===== src/rtl/mips_pkg.sv =====
// Shared MIPS decode constants: opcodes, control-bus widths and bit positions.
// Latency: n/a (package).
// Backpressure: n/a (package).
package mips_pkg;

  // Primary opcodes, taken from instr[31:26]
  localparam logic [5:0] OP_RTYPE = 6'h00;
  localparam logic [5:0] OP_J     = 6'h02;
  localparam logic [5:0] OP_BEQ   = 6'h04;
  localparam logic [5:0] OP_ADDI  = 6'h08;
  localparam logic [5:0] OP_SLTI  = 6'h0A;
  localparam logic [5:0] OP_ANDI  = 6'h0C;
  localparam logic [5:0] OP_ORI   = 6'h0D;
  localparam logic [5:0] OP_XORI  = 6'h0E;
  localparam logic [5:0] OP_LUI   = 6'h0F;
  localparam logic [5:0] OP_LW    = 6'h23;
  localparam logic [5:0] OP_SW    = 6'h2B;

  // Control bus widths: execute {RegDst, ALUOp[1:0], ALUSrc},
  // memory {MemRead, MemWrite, Branch}, writeback {RegWrite, MemtoReg}
  localparam int EX_W  = 4;
  localparam int MEM_W = 3;
  localparam int WB_W  = 2;

  localparam int MEM_READ_BIT    = 2;
  localparam int WB_REGWRITE_BIT = 1;

endpackage


===== src/rtl/decode_stage_pipelined_hazard.sv =====
// Load-use hazard detect: stalls ID when EX holds a load whose rt feeds rs/rt in ID.
// Latency: purely combinational, 0 cycles.
// Backpressure: stall holds PC and IF/ID upstream; flush overrides and drops the stall.
module hazard_unit #(
  parameter int NB        = 5,
  parameter int HAZARD_EN = 1
) (
  input  logic          ex_valid,
  input  logic          ex_mem_read,
  input  logic [NB-1:0] ex_rt,
  input  logic [NB-1:0] id_rs,
  input  logic [NB-1:0] id_rt,
  input  logic          id_valid,
  input  logic          flush,
  output logic          stall
);

  logic hz;

  // Compare the load destination in EX against both source fields in ID
  always_comb begin
    hz    = ex_valid & ex_mem_read & (ex_rt != '0) &
            ((ex_rt == id_rs) | (ex_rt == id_rt));
    stall = (HAZARD_EN != 0) ? (hz & id_valid & ~flush) : 1'b0;
  end

endmodule


===== src/rtl/decode_stage_pipelined.sv =====
// ID stage with register file, bypass, load-use stall, flush and the ID/EX register.
// Latency: 1 cycle from in_instruccion to every registered output.
// Backpressure: out_stall (combinational) holds IF/ID; a bubble is loaded meanwhile.
module decode_stage_pipelined
  import mips_pkg::*;
#(
  parameter int len       = 32,
  parameter int NB        = $clog2(len),
  parameter int REG_COUNT = 32,
  parameter int HAZARD_EN = 1,
  parameter int BYPASS_EN = 1
) (
  input  logic             clk,
  input  logic             reset,
  input  logic             in_valid,
  input  logic [len-1:0]   in_pc_branch,
  input  logic [len-1:0]   in_instruccion,
  input  logic             flush,
  input  logic             RegWrite,
  input  logic [NB-1:0]    write_register,
  input  logic [len-1:0]   write_data,
  output logic             out_stall,
  output logic             out_valid,
  output logic [len-1:0]   out_pc_branch,
  output logic [len-1:0]   out_pc_jump,
  output logic [len-1:0]   out_reg1,
  output logic [len-1:0]   out_reg2,
  output logic [len-1:0]   out_imm,
  output logic [NB-1:0]    out_rs,
  output logic [NB-1:0]    out_rt,
  output logic [NB-1:0]    out_rd,
  output logic [NB-1:0]    out_shamt,
  output logic [EX_W-1:0]  execute_bus,
  output logic [MEM_W-1:0] memory_bus,
  output logic [WB_W-1:0]  writeBack_bus
);

  logic [len-1:0] rf [REG_COUNT];

  logic [5:0]      opcode;
  logic [NB-1:0]   rs, rt, rd, shamt;
  logic [15:0]     imm16;
  logic [len-1:0]  rs_dat, rt_dat, imm_ext, jump_tgt;
  logic [EX_W-1:0] ex_c;
  logic [MEM_W-1:0] mem_c;
  logic [WB_W-1:0] wb_c;
  logic            wr_en;

  function automatic logic in_range(input logic [NB-1:0] idx);
    return int'(idx) < REG_COUNT;
  endfunction

  assign opcode   = in_instruccion[31:26];
  assign rs       = NB'(in_instruccion[25:21]);
  assign rt       = NB'(in_instruccion[20:16]);
  assign rd       = NB'(in_instruccion[15:11]);
  assign shamt    = NB'(in_instruccion[10:6]);
  assign imm16    = in_instruccion[15:0];
  assign jump_tgt = {in_pc_branch[31:28], in_instruccion[25:0], 2'b00};
  assign wr_en    = RegWrite && (write_register != '0) && in_range(write_register);

  // Register file: async clear, r0 and out-of-range indices never written
  always_ff @(posedge clk or negedge reset) begin
    if (!reset) begin
      for (int i = 0; i < REG_COUNT; i++) rf[i] <= '0;
    end else if (wr_en) begin
      rf[write_register] <= write_data;
    end
  end

  // Read ports: r0/out-of-range read 0, same-cycle writeback forwarded
  always_comb begin
    rs_dat = '0;
    rt_dat = '0;
    if (rs != '0 && in_range(rs)) begin
      if (BYPASS_EN != 0 && wr_en && write_register == rs) rs_dat = write_data;
      else                                               rs_dat = rf[rs];
    end
    if (rt != '0 && in_range(rt)) begin
      if (BYPASS_EN != 0 && wr_en && write_register == rt) rt_dat = write_data;
      else                                               rt_dat = rf[rt];
    end
  end

  // Control table and immediate selection by opcode
  always_comb begin
    ex_c    = '0;
    mem_c   = '0;
    wb_c    = '0;
    imm_ext = {{(len-16){imm16[15]}}, imm16};
    case (opcode)
      OP_RTYPE: begin ex_c = 4'b1100; wb_c = 2'b10; end
      OP_LW:    begin ex_c = 4'b0001; mem_c = 3'b100; wb_c = 2'b11; end
      OP_SW:    begin ex_c = 4'b0001; mem_c = 3'b010; end
      OP_BEQ:   begin ex_c = 4'b0010; mem_c = 3'b001; end
      OP_ADDI, OP_SLTI: begin ex_c = 4'b0111; wb_c = 2'b10; end
      OP_ANDI, OP_ORI, OP_XORI: begin
        ex_c    = 4'b0111;
        wb_c    = 2'b10;
        imm_ext = {{(len-16){1'b0}}, imm16};
      end
      OP_LUI: begin
        ex_c    = 4'b0111;
        wb_c    = 2'b10;
        imm_ext = {imm16, {(len-16){1'b0}}};
      end
      default: ;
    endcase
  end

  hazard_unit #(
    .NB        (NB),
    .HAZARD_EN (HAZARD_EN)
  ) u_hazard (
    .ex_valid    (out_valid),
    .ex_mem_read (memory_bus[MEM_READ_BIT]),
    .ex_rt       (out_rt),
    .id_rs       (rs),
    .id_rt       (rt),
    .id_valid    (in_valid),
    .flush       (flush),
    .stall       (out_stall)
  );

  // ID/EX register: flush, stall and empty slot all load a zeroed bubble
  always_ff @(posedge clk or negedge reset) begin
    if (!reset) begin
      out_valid     <= 1'b0;
      out_pc_branch <= '0;
      out_pc_jump   <= '0;
      out_reg1      <= '0;
      out_reg2      <= '0;
      out_imm       <= '0;
      out_rs        <= '0;
      out_rt        <= '0;
      out_rd        <= '0;
      out_shamt     <= '0;
      execute_bus   <= '0;
      memory_bus    <= '0;
      writeBack_bus <= '0;
    end else if (flush || out_stall || !in_valid) begin
      out_valid     <= 1'b0;
      out_pc_branch <= '0;
      out_pc_jump   <= '0;
      out_reg1      <= '0;
      out_reg2      <= '0;
      out_imm       <= '0;
      out_rs        <= '0;
      out_rt        <= '0;
      out_rd        <= '0;
      out_shamt     <= '0;
      execute_bus   <= '0;
      memory_bus    <= '0;
      writeBack_bus <= '0;
    end else begin
      out_valid     <= 1'b1;
      out_pc_branch <= in_pc_branch;
      out_pc_jump   <= jump_tgt;
      out_reg1      <= rs_dat;
      out_reg2      <= rt_dat;
      out_imm       <= imm_ext;
      out_rs        <= rs;
      out_rt        <= rt;
      out_rd        <= rd;
      out_shamt     <= shamt;
      execute_bus   <= ex_c;
      memory_bus    <= mem_c;
      writeBack_bus <= wb_c;
    end
  end

endmodule

===== config.mk =====
export PLATFORM = sky130hd
export DESIGN_NAME = decode_stage_pipelined
export DESIGN_NICKNAME = d
export VERILOG_FILES = /design/src/rtl/mips_pkg.sv /design/src/rtl/decode_stage_pipelined_hazard.sv /design/src/rtl/decode_stage_pipelined.sv
export SDC_FILE = /design/constraint.sdc
export NUM_CORES = 2
export LEC_CHECK = 0
export CAP_MARGIN = 10
export CORE_MARGIN = 2
export CORE_UTILIZATION = 50
export CTS_BUF_LIST = sky130_fd_sc_hd__clkbuf_8
export DETAILED_ROUTE_END_ITERATION = 10
export PLACE_DENSITY = 0.71
export SYNTH_ARGS = -nofsm -noshare
export SYNTH_HDL_FRONTEND = slang
export SYNTH_SLANG_ARGS = --single-unit

===== constraint.sdc =====
create_clock -name clk -period 3.1 [get_ports clk]
set_input_delay 0.31 -clock clk [delete_from_list [all_inputs] [get_ports clk]]
set_output_delay 0.31 -clock clk [all_outputs]
set_load 0.02 [all_outputs]

-- Word-level counts from Yosys, hierarchy flattened
Cells that the tools add are included.
- register bits: 1214
- bits of input ports: 106
- output and inout port bits: 191
- mux-type cells: 30
- reductions and logical operators: 16
- eq/ne operators: 13
- bitwise gates (word level): 10
- order comparisons: 4
- operators with widths (cell ; number):
    1024-bit bitwise mux ; 1
    32-bit two-way mux ; 14
    32-bit binary-select mux with 5-bit select ; 2
    32-bit demux with 5-bit select ; 1
    32-bit one-hot mux with 2 select lines ; 1
    6-bit by 4-bit equality test with 1-bit output (second input constant) ; 6
    5-bit equality test ; 4
    5-bit two-way mux ; 4
    5-bit nonzero test ; 4
    6-bit greater-or-equal comparator (second input constant) ; 3
    5-bit NOT with 6-bit output ; 3
    4-bit one-hot mux with 4 select lines ; 1
    6-bit equality test (second input constant) ; 2
    3-bit one-hot mux with 3 select lines ; 1
    7-bit OR reduction ; 1
    6-bit by 3-bit equality test with 1-bit output (second input constant) ; 1
    6-bit logical NOT ; 1
    6-bit by 1-bit less-than comparator with 1-bit output (second input constant) ; 1
    6-bit OR reduction ; 1
    1-bit bitwise AND ; 5
    1-bit logical AND ; 4
    4-bit two-way mux ; 1
    2-bit one-hot mux with 2 select lines ; 1
    3-bit two-way mux ; 1
    other kinds (8) ; 9

-- Logic depth before layout (Yosys ltp)
- depth after elaboration: 8
- depth in mapped cells: 10
- mapped depth without buffers: 6

-- By module
Synthesis repeated with hierarchy kept, for this count alone.
- cell total of the unflattened synthesis: 4681
- area total of the unflattened synthesis: 61187.4 µm²
- modules (own cells, without submodules) (module ; sequential area each (µm²) ; cells each ; area each (µm²) ; times used):
    decode_stage_pipelined ; 29703.5 ; 4663 ; 61047.3 ; 1
    hazard_unit ; 0.0 ; 18 ; 140.1 ; 1

-- Worst setup path after synthesis
Ideal clock, no wire load.
- path type: input-to-reg
- start point: input in_instruccion[21]
- end point: register out_reg1[11]
- data arrival time: 1796 ps
- path buffers: 2
- stages on the path: 7
- data required time: 2970 ps
- path slack: 1175 ps
- cells stage by stage: buf_4 buf_2 mux4_2 a22oi_1 o311ai_1 nor3_2 nor4_2
- word-level cells in the longest chain between the ends: 8
- elaborated cells between the ends (all ways): 17
- classes of those cells: eq/ne (2); mux (6); bitwise (5); reduce/logical (4)
- RTL lines (what ; line ; text):
    start, declared ; decode_stage_pipelined.sv:17 ; input logic [len-1:0] in_instruccion,
    parallel branches: the longest is 7 deep, another holds 32-bit binary-select mux with 5-bit select ; - ;
    32-bit two-way mux (*) ; decode_stage_pipelined.sv:141 ; end else if (flush || out_stall || !in_valid) begin
    end signal, assigned ; decode_stage_pipelined.sv:159 ; out_reg1 <= rs_dat;
    end, declared ; decode_stage_pipelined.sv:26 ; output logic [len-1:0] out_reg1,
Every way passes the cells marked *. The select of a mux whose other input is x is not followed.
A chain may end at the register's enable or synchronous reset.

-- Worst setup path in the final report
- start point: register out_rt[3]
- end point: output out_stall
- word-level cells in the longest chain between the ends: 5
- elaborated cells between the ends (all ways): 8
- classes of those cells: eq/ne (2); bitwise (5); reduce/logical (1)
- RTL lines (what ; line ; text):
    start, declared ; decode_stage_pipelined.sv:30 ; output logic [NB-1:0] out_rt,
    start signal, assigned ; decode_stage_pipelined.sv:163 ; out_rt <= rt;
    5-bit equality test / 5-bit nonzero test (equally long branches) ; decode_stage_pipelined_hazard.sv:23, decode_stage_pipelined_hazard.sv:22 ;
    1-bit bitwise OR / 1-bit bitwise AND (equally long branches) ; decode_stage_pipelined_hazard.sv:23, decode_stage_pipelined_hazard.sv:22 ;
    1-bit bitwise AND (*) ; decode_stage_pipelined_hazard.sv:22 ; hz = ex_valid & ex_mem_read & (ex_rt != '0) &
    1-bit bitwise AND (*) (2 in series) ; decode_stage_pipelined_hazard.sv:24 ; stall = (HAZARD_EN != 0) ? (hz & id_valid & ~flush) : 1'b0;
    end, declared ; decode_stage_pipelined.sv:22 ; output logic out_stall,
Mark *: on every way between the ends. The rest lies on a longest branch, timed or not.

==> results.sh <==
export IMPL_status="completed"
export IMPL_r2r_end="writeBack_bus[0]$_DFF_PN0_"
export IMPL_post_route_period_util=0.9550
export IMPL_path_depth=4
export IMPL_design_area_um2=71230
export IMPL_cp_required_ns=2.79
export IMPL_gr_usage_all_layers=0.2989
export IMPL_drv_slew=0
export IMPL_worst_slew_pin_slew_ns=1.190
export IMPL_slowest_delay_ns=0.56
export IMPL_dp_cells=5933
export IMPL_worst_r2r_cell_count=5
export IMPL_fin_skew_ns=0.04147
export IMPL_area_delta_synth_final_pct=16.26
export IMPL_ant_nets=0
export IMPL_clk_pin_slew_ns=0.06
export IMPL_grt_max_degree=127
export IMPL_die_area_um2=125400
export IMPL_grt_pass1_wl_mm=278.6
export IMPL_place_congestion=0.8390
export IMPL_maxCapViolCount=0
export IMPL_criticalPathCategory="flip-flop to primary output"
export IMPL_cts_made_buffers=195
export IMPL_core_um2=121700
export IMPL_worst_path_buf_inv=1
export IMPL_min_path_type="input port to flip-flop"
export IMPL_startpoint_type="flip-flop"
export IMPL_clock_latency_ns=0.92
export IMPL_fin_util=0.5852
export IMPL_mostFrequentLayoutCell="dfrtp_1"
export IMPL_cts_sinks=1187
export IMPL_p_leak_nw=30.69
export IMPL_critPathCaptureType="primary output"
export IMPL_irDropWorstVdd_v=0.0004046
export IMPL_synth_edf_count=0
export IMPL_grt_overflow_total=0
export IMPL_most_common_layout_cells="1187 x dfrtp_1, 1163 x mux2_2, 382 x mux4_2"
export IMPL_via_per_inst=6.435
export IMPL_arrival_ns=2.65
export IMPL_ys_seq_elements=1187
export IMPL_wl_per_cell_um=29.35
export IMPL_seq_area_frac_synth=0.4848
export IMPL_p_per_area_nw_per_um2=598.5
export IMPL_setup_tns_ns=0
export IMPL_syn_area_um2=61270
export IMPL_synth_avg_cell_area_um2=14.31
export IMPL_ys_types=55
export IMPL_cp_max_fo=5
export IMPL_yosys_warnings=0
export IMPL_cpMaxStageDelayCell="or4_1"
export IMPL_cts_buffer_depth=3
export IMPL_port_buffers=294
export IMPL_place_area_um2=66600
export IMPL_setup_viol=0
export IMPL_synthArstFlopShare=1.000
export IMPL_cts_max_level=4
export IMPL_post_cts_setup_buffer_count=0
export IMPL_synthCells=4283
export IMPL_startpoint="out_rt[3]$_DFF_PN0_"
export IMPL_antenna_found_initial=3
export IMPL_drtIter0Drc=3909
export IMPL_cpLargestDelayFamily="simple AND/OR/NAND/NOR gates"
export IMPL_synth_main_ff_cell="dfrtp_1"
export IMPL_min_period_ns=2.960
export IMPL_cts_root_buf="clkbuf_8"
export IMPL_ff2ff_setup_slack_ns=0.73
export IMPL_fmax_ghz=0.3378
export IMPL_relSlewSlack=0.2043
export IMPL_dr_pass1_iters=5
export IMPL_hold_violations=0
export IMPL_drc=0
export IMPL_nets=4666
export IMPL_routed_via_count=40830
export IMPL_dieHeight_um=354.1
export IMPL_hpwl_mm=113.7
export IMPL_cts_tree="done"
export IMPL_grt_pass1_vias=42190
export IMPL_start_util=0.5034
export IMPL_wirelength_mm=186.2
export IMPL_die_w_um=354.1
export IMPL_fin_cells=6345
export IMPL_rows=128
export IMPL_drive_above_1_share=0.4710
export IMPL_r2r_start="out_rt[3]$_DFF_PN0_"
export IMPL_crit_end="out_stall"
export IMPL_crit_chain="or4_1 > o2111ai_2 > nor3_1 > dlygate4sd2_1"
export IMPL_ios=297
export IMPL_rsz0062_at_grt="no"
==> synthesized netlist by cell type (all sizes together), types with 2 or more instances <==
master / count / share of area
xnor2: 6 / 0.00086
mux4: 382 / 0.14
mux2: 1181 / 0.22
and2: 57 / 0.0058
o32ai: 3 / 0.00043
a31oi: 3 / 0.00031
nor4: 66 / 0.011
o21ai: 66 / 0.0055
xor2: 14 / 0.0020
inv: 5 / 0.00031
mux2i: 70 / 0.011
o311ai: 62 / 0.0089
a22oi: 125 / 0.015
o22ai: 63 / 0.0064
clkbuf: 185 / 0.011
and4: 3 / 0.00043
dfrtp: 1187 / 0.48
nor3: 71 / 0.0091
nand2b: 7 / 0.00080
nand2: 40 / 0.0025
and3b: 5 / 0.00071
and3: 21 / 0.0021
a21oi: 17 / 0.0014
nand3: 6 / 0.00049
nor3b: 6 / 0.00082
a2111oi: 2 / 0.00029
or2: 4 / 0.00041
nand4: 3 / 0.00031
a211oi: 69 / 0.0086
nor2: 154 / 0.0097
nand3b: 7 / 0.00086
buf: 316 / 0.031
nor2b: 68 / 0.0069
==> routing by layer <==
metal  share of wire  vias up  track usage
met5               0        -            0
met4           0.039        0       0.1198
met3           0.086      439      0.07448
met2            0.46     1828       0.4520
met1            0.42    21780       0.4161
li1                -    16780            -
==> power by group <==
part	internal, mW	switching [mW]
registers	18.1	1.86
clock network	7.58	6.51
logic	5.09	3.44
==> registers in the layout, indices dropped and copies added (netlist names) <==
register,flops
rf,1024
out_imm,32
out_reg1,32
out_reg2,32
out_pc_branch,31
out_pc_jump,11
execute_bus,4
out_rd,4
out_rs,4
out_rt,4
out_shamt,4
memory_bus,2
writeBack_bus,2
out_valid,1
==> metrics by stage <==
| stage | total power [mW] | hold slack [ns] | worst slack (ns) |
|---|---|---|---|
| 3_5_place_dp | 28.62 | 0.2489 | 0.3311 |
| 6_report | 42.63 | 0.07851 | 0.1395 |
| 3_3_place_gp | 28.20 | 0.2484 | 0.3653 |
| 2_1_floorplan | 25.88 | 0.01441 | 1.175 |
| 4_1_cts | 42.78 | 0.002046 | 0.09376 |
| 5_1_grt | 44.44 | 0.04500 | 0.07456 |
==> cell type report <==
class | count | area (µm²)
fill | 9485 | 50490
sequential | 1187 | 29700
multi-input combinational | 2591 | 29160
timing repair buffer | 580 | 6252
clock buffer | 265 | 3647
tap | 1625 | 2033
clock inverter | 90 | 407.9
inverter | 5 | 18.77
antenna | 2 | 5.005
==> kinds of logic (layout without fill, tap and decap cells) <==
group / Yosys count / in the layout / share of synthesized area
muxes: 1633 / 1633 / 0.3689
DFF: 1187 / 1187 / 0.4848
and+or+nand+nor: 522 / 522 / 0.05261
buffers and inverters: 506 / 940 / 0.04297
AOI/OAI and AO/OA: 414 / 414 / 0.04779
xor gates and xnor gates: 20 / 20 / 0.002859
other: 1 / 4 / 0.00006121
==> worst min-delay path by stage <==
stage                                   from                          end  slack [ns]  cells past startpoint
after global placement                 reset          rf[137]$_DFFE_PN0P_        0.25                      1
after floorplan                        reset     execute_bus[0]$_DFF_PN0_        0.01                      0
after CTS                 in_instruccion[22]          out_rs[1]$_DFF_PN0_       0.002                      3
after global routing        in_pc_branch[18]  out_pc_branch[18]$_DFF_PN0_        0.04                      2
after detailed placement               reset          rf[137]$_DFFE_PN0P_        0.25                      1
final                     in_instruccion[14]        out_imm[30]$_DFF_PN0_        0.08                      3
==> tightest hold or removal path, delay by kind of cell <==
family                 cells  cell delay, ns
AO/OA/AOI/OAI              1            0.06
buffers and inverters      1            0.49
AND/OR/NAND/NOR            1            0.09
==> repair_timing <==
item	CTS	global route
resized for setup	1	0
setup endpoints to repair	1	0
endpoints found under the hold margin	1068	0
hold buffers	55	0
No activity file was read; power rests on OpenSTA's default activity.
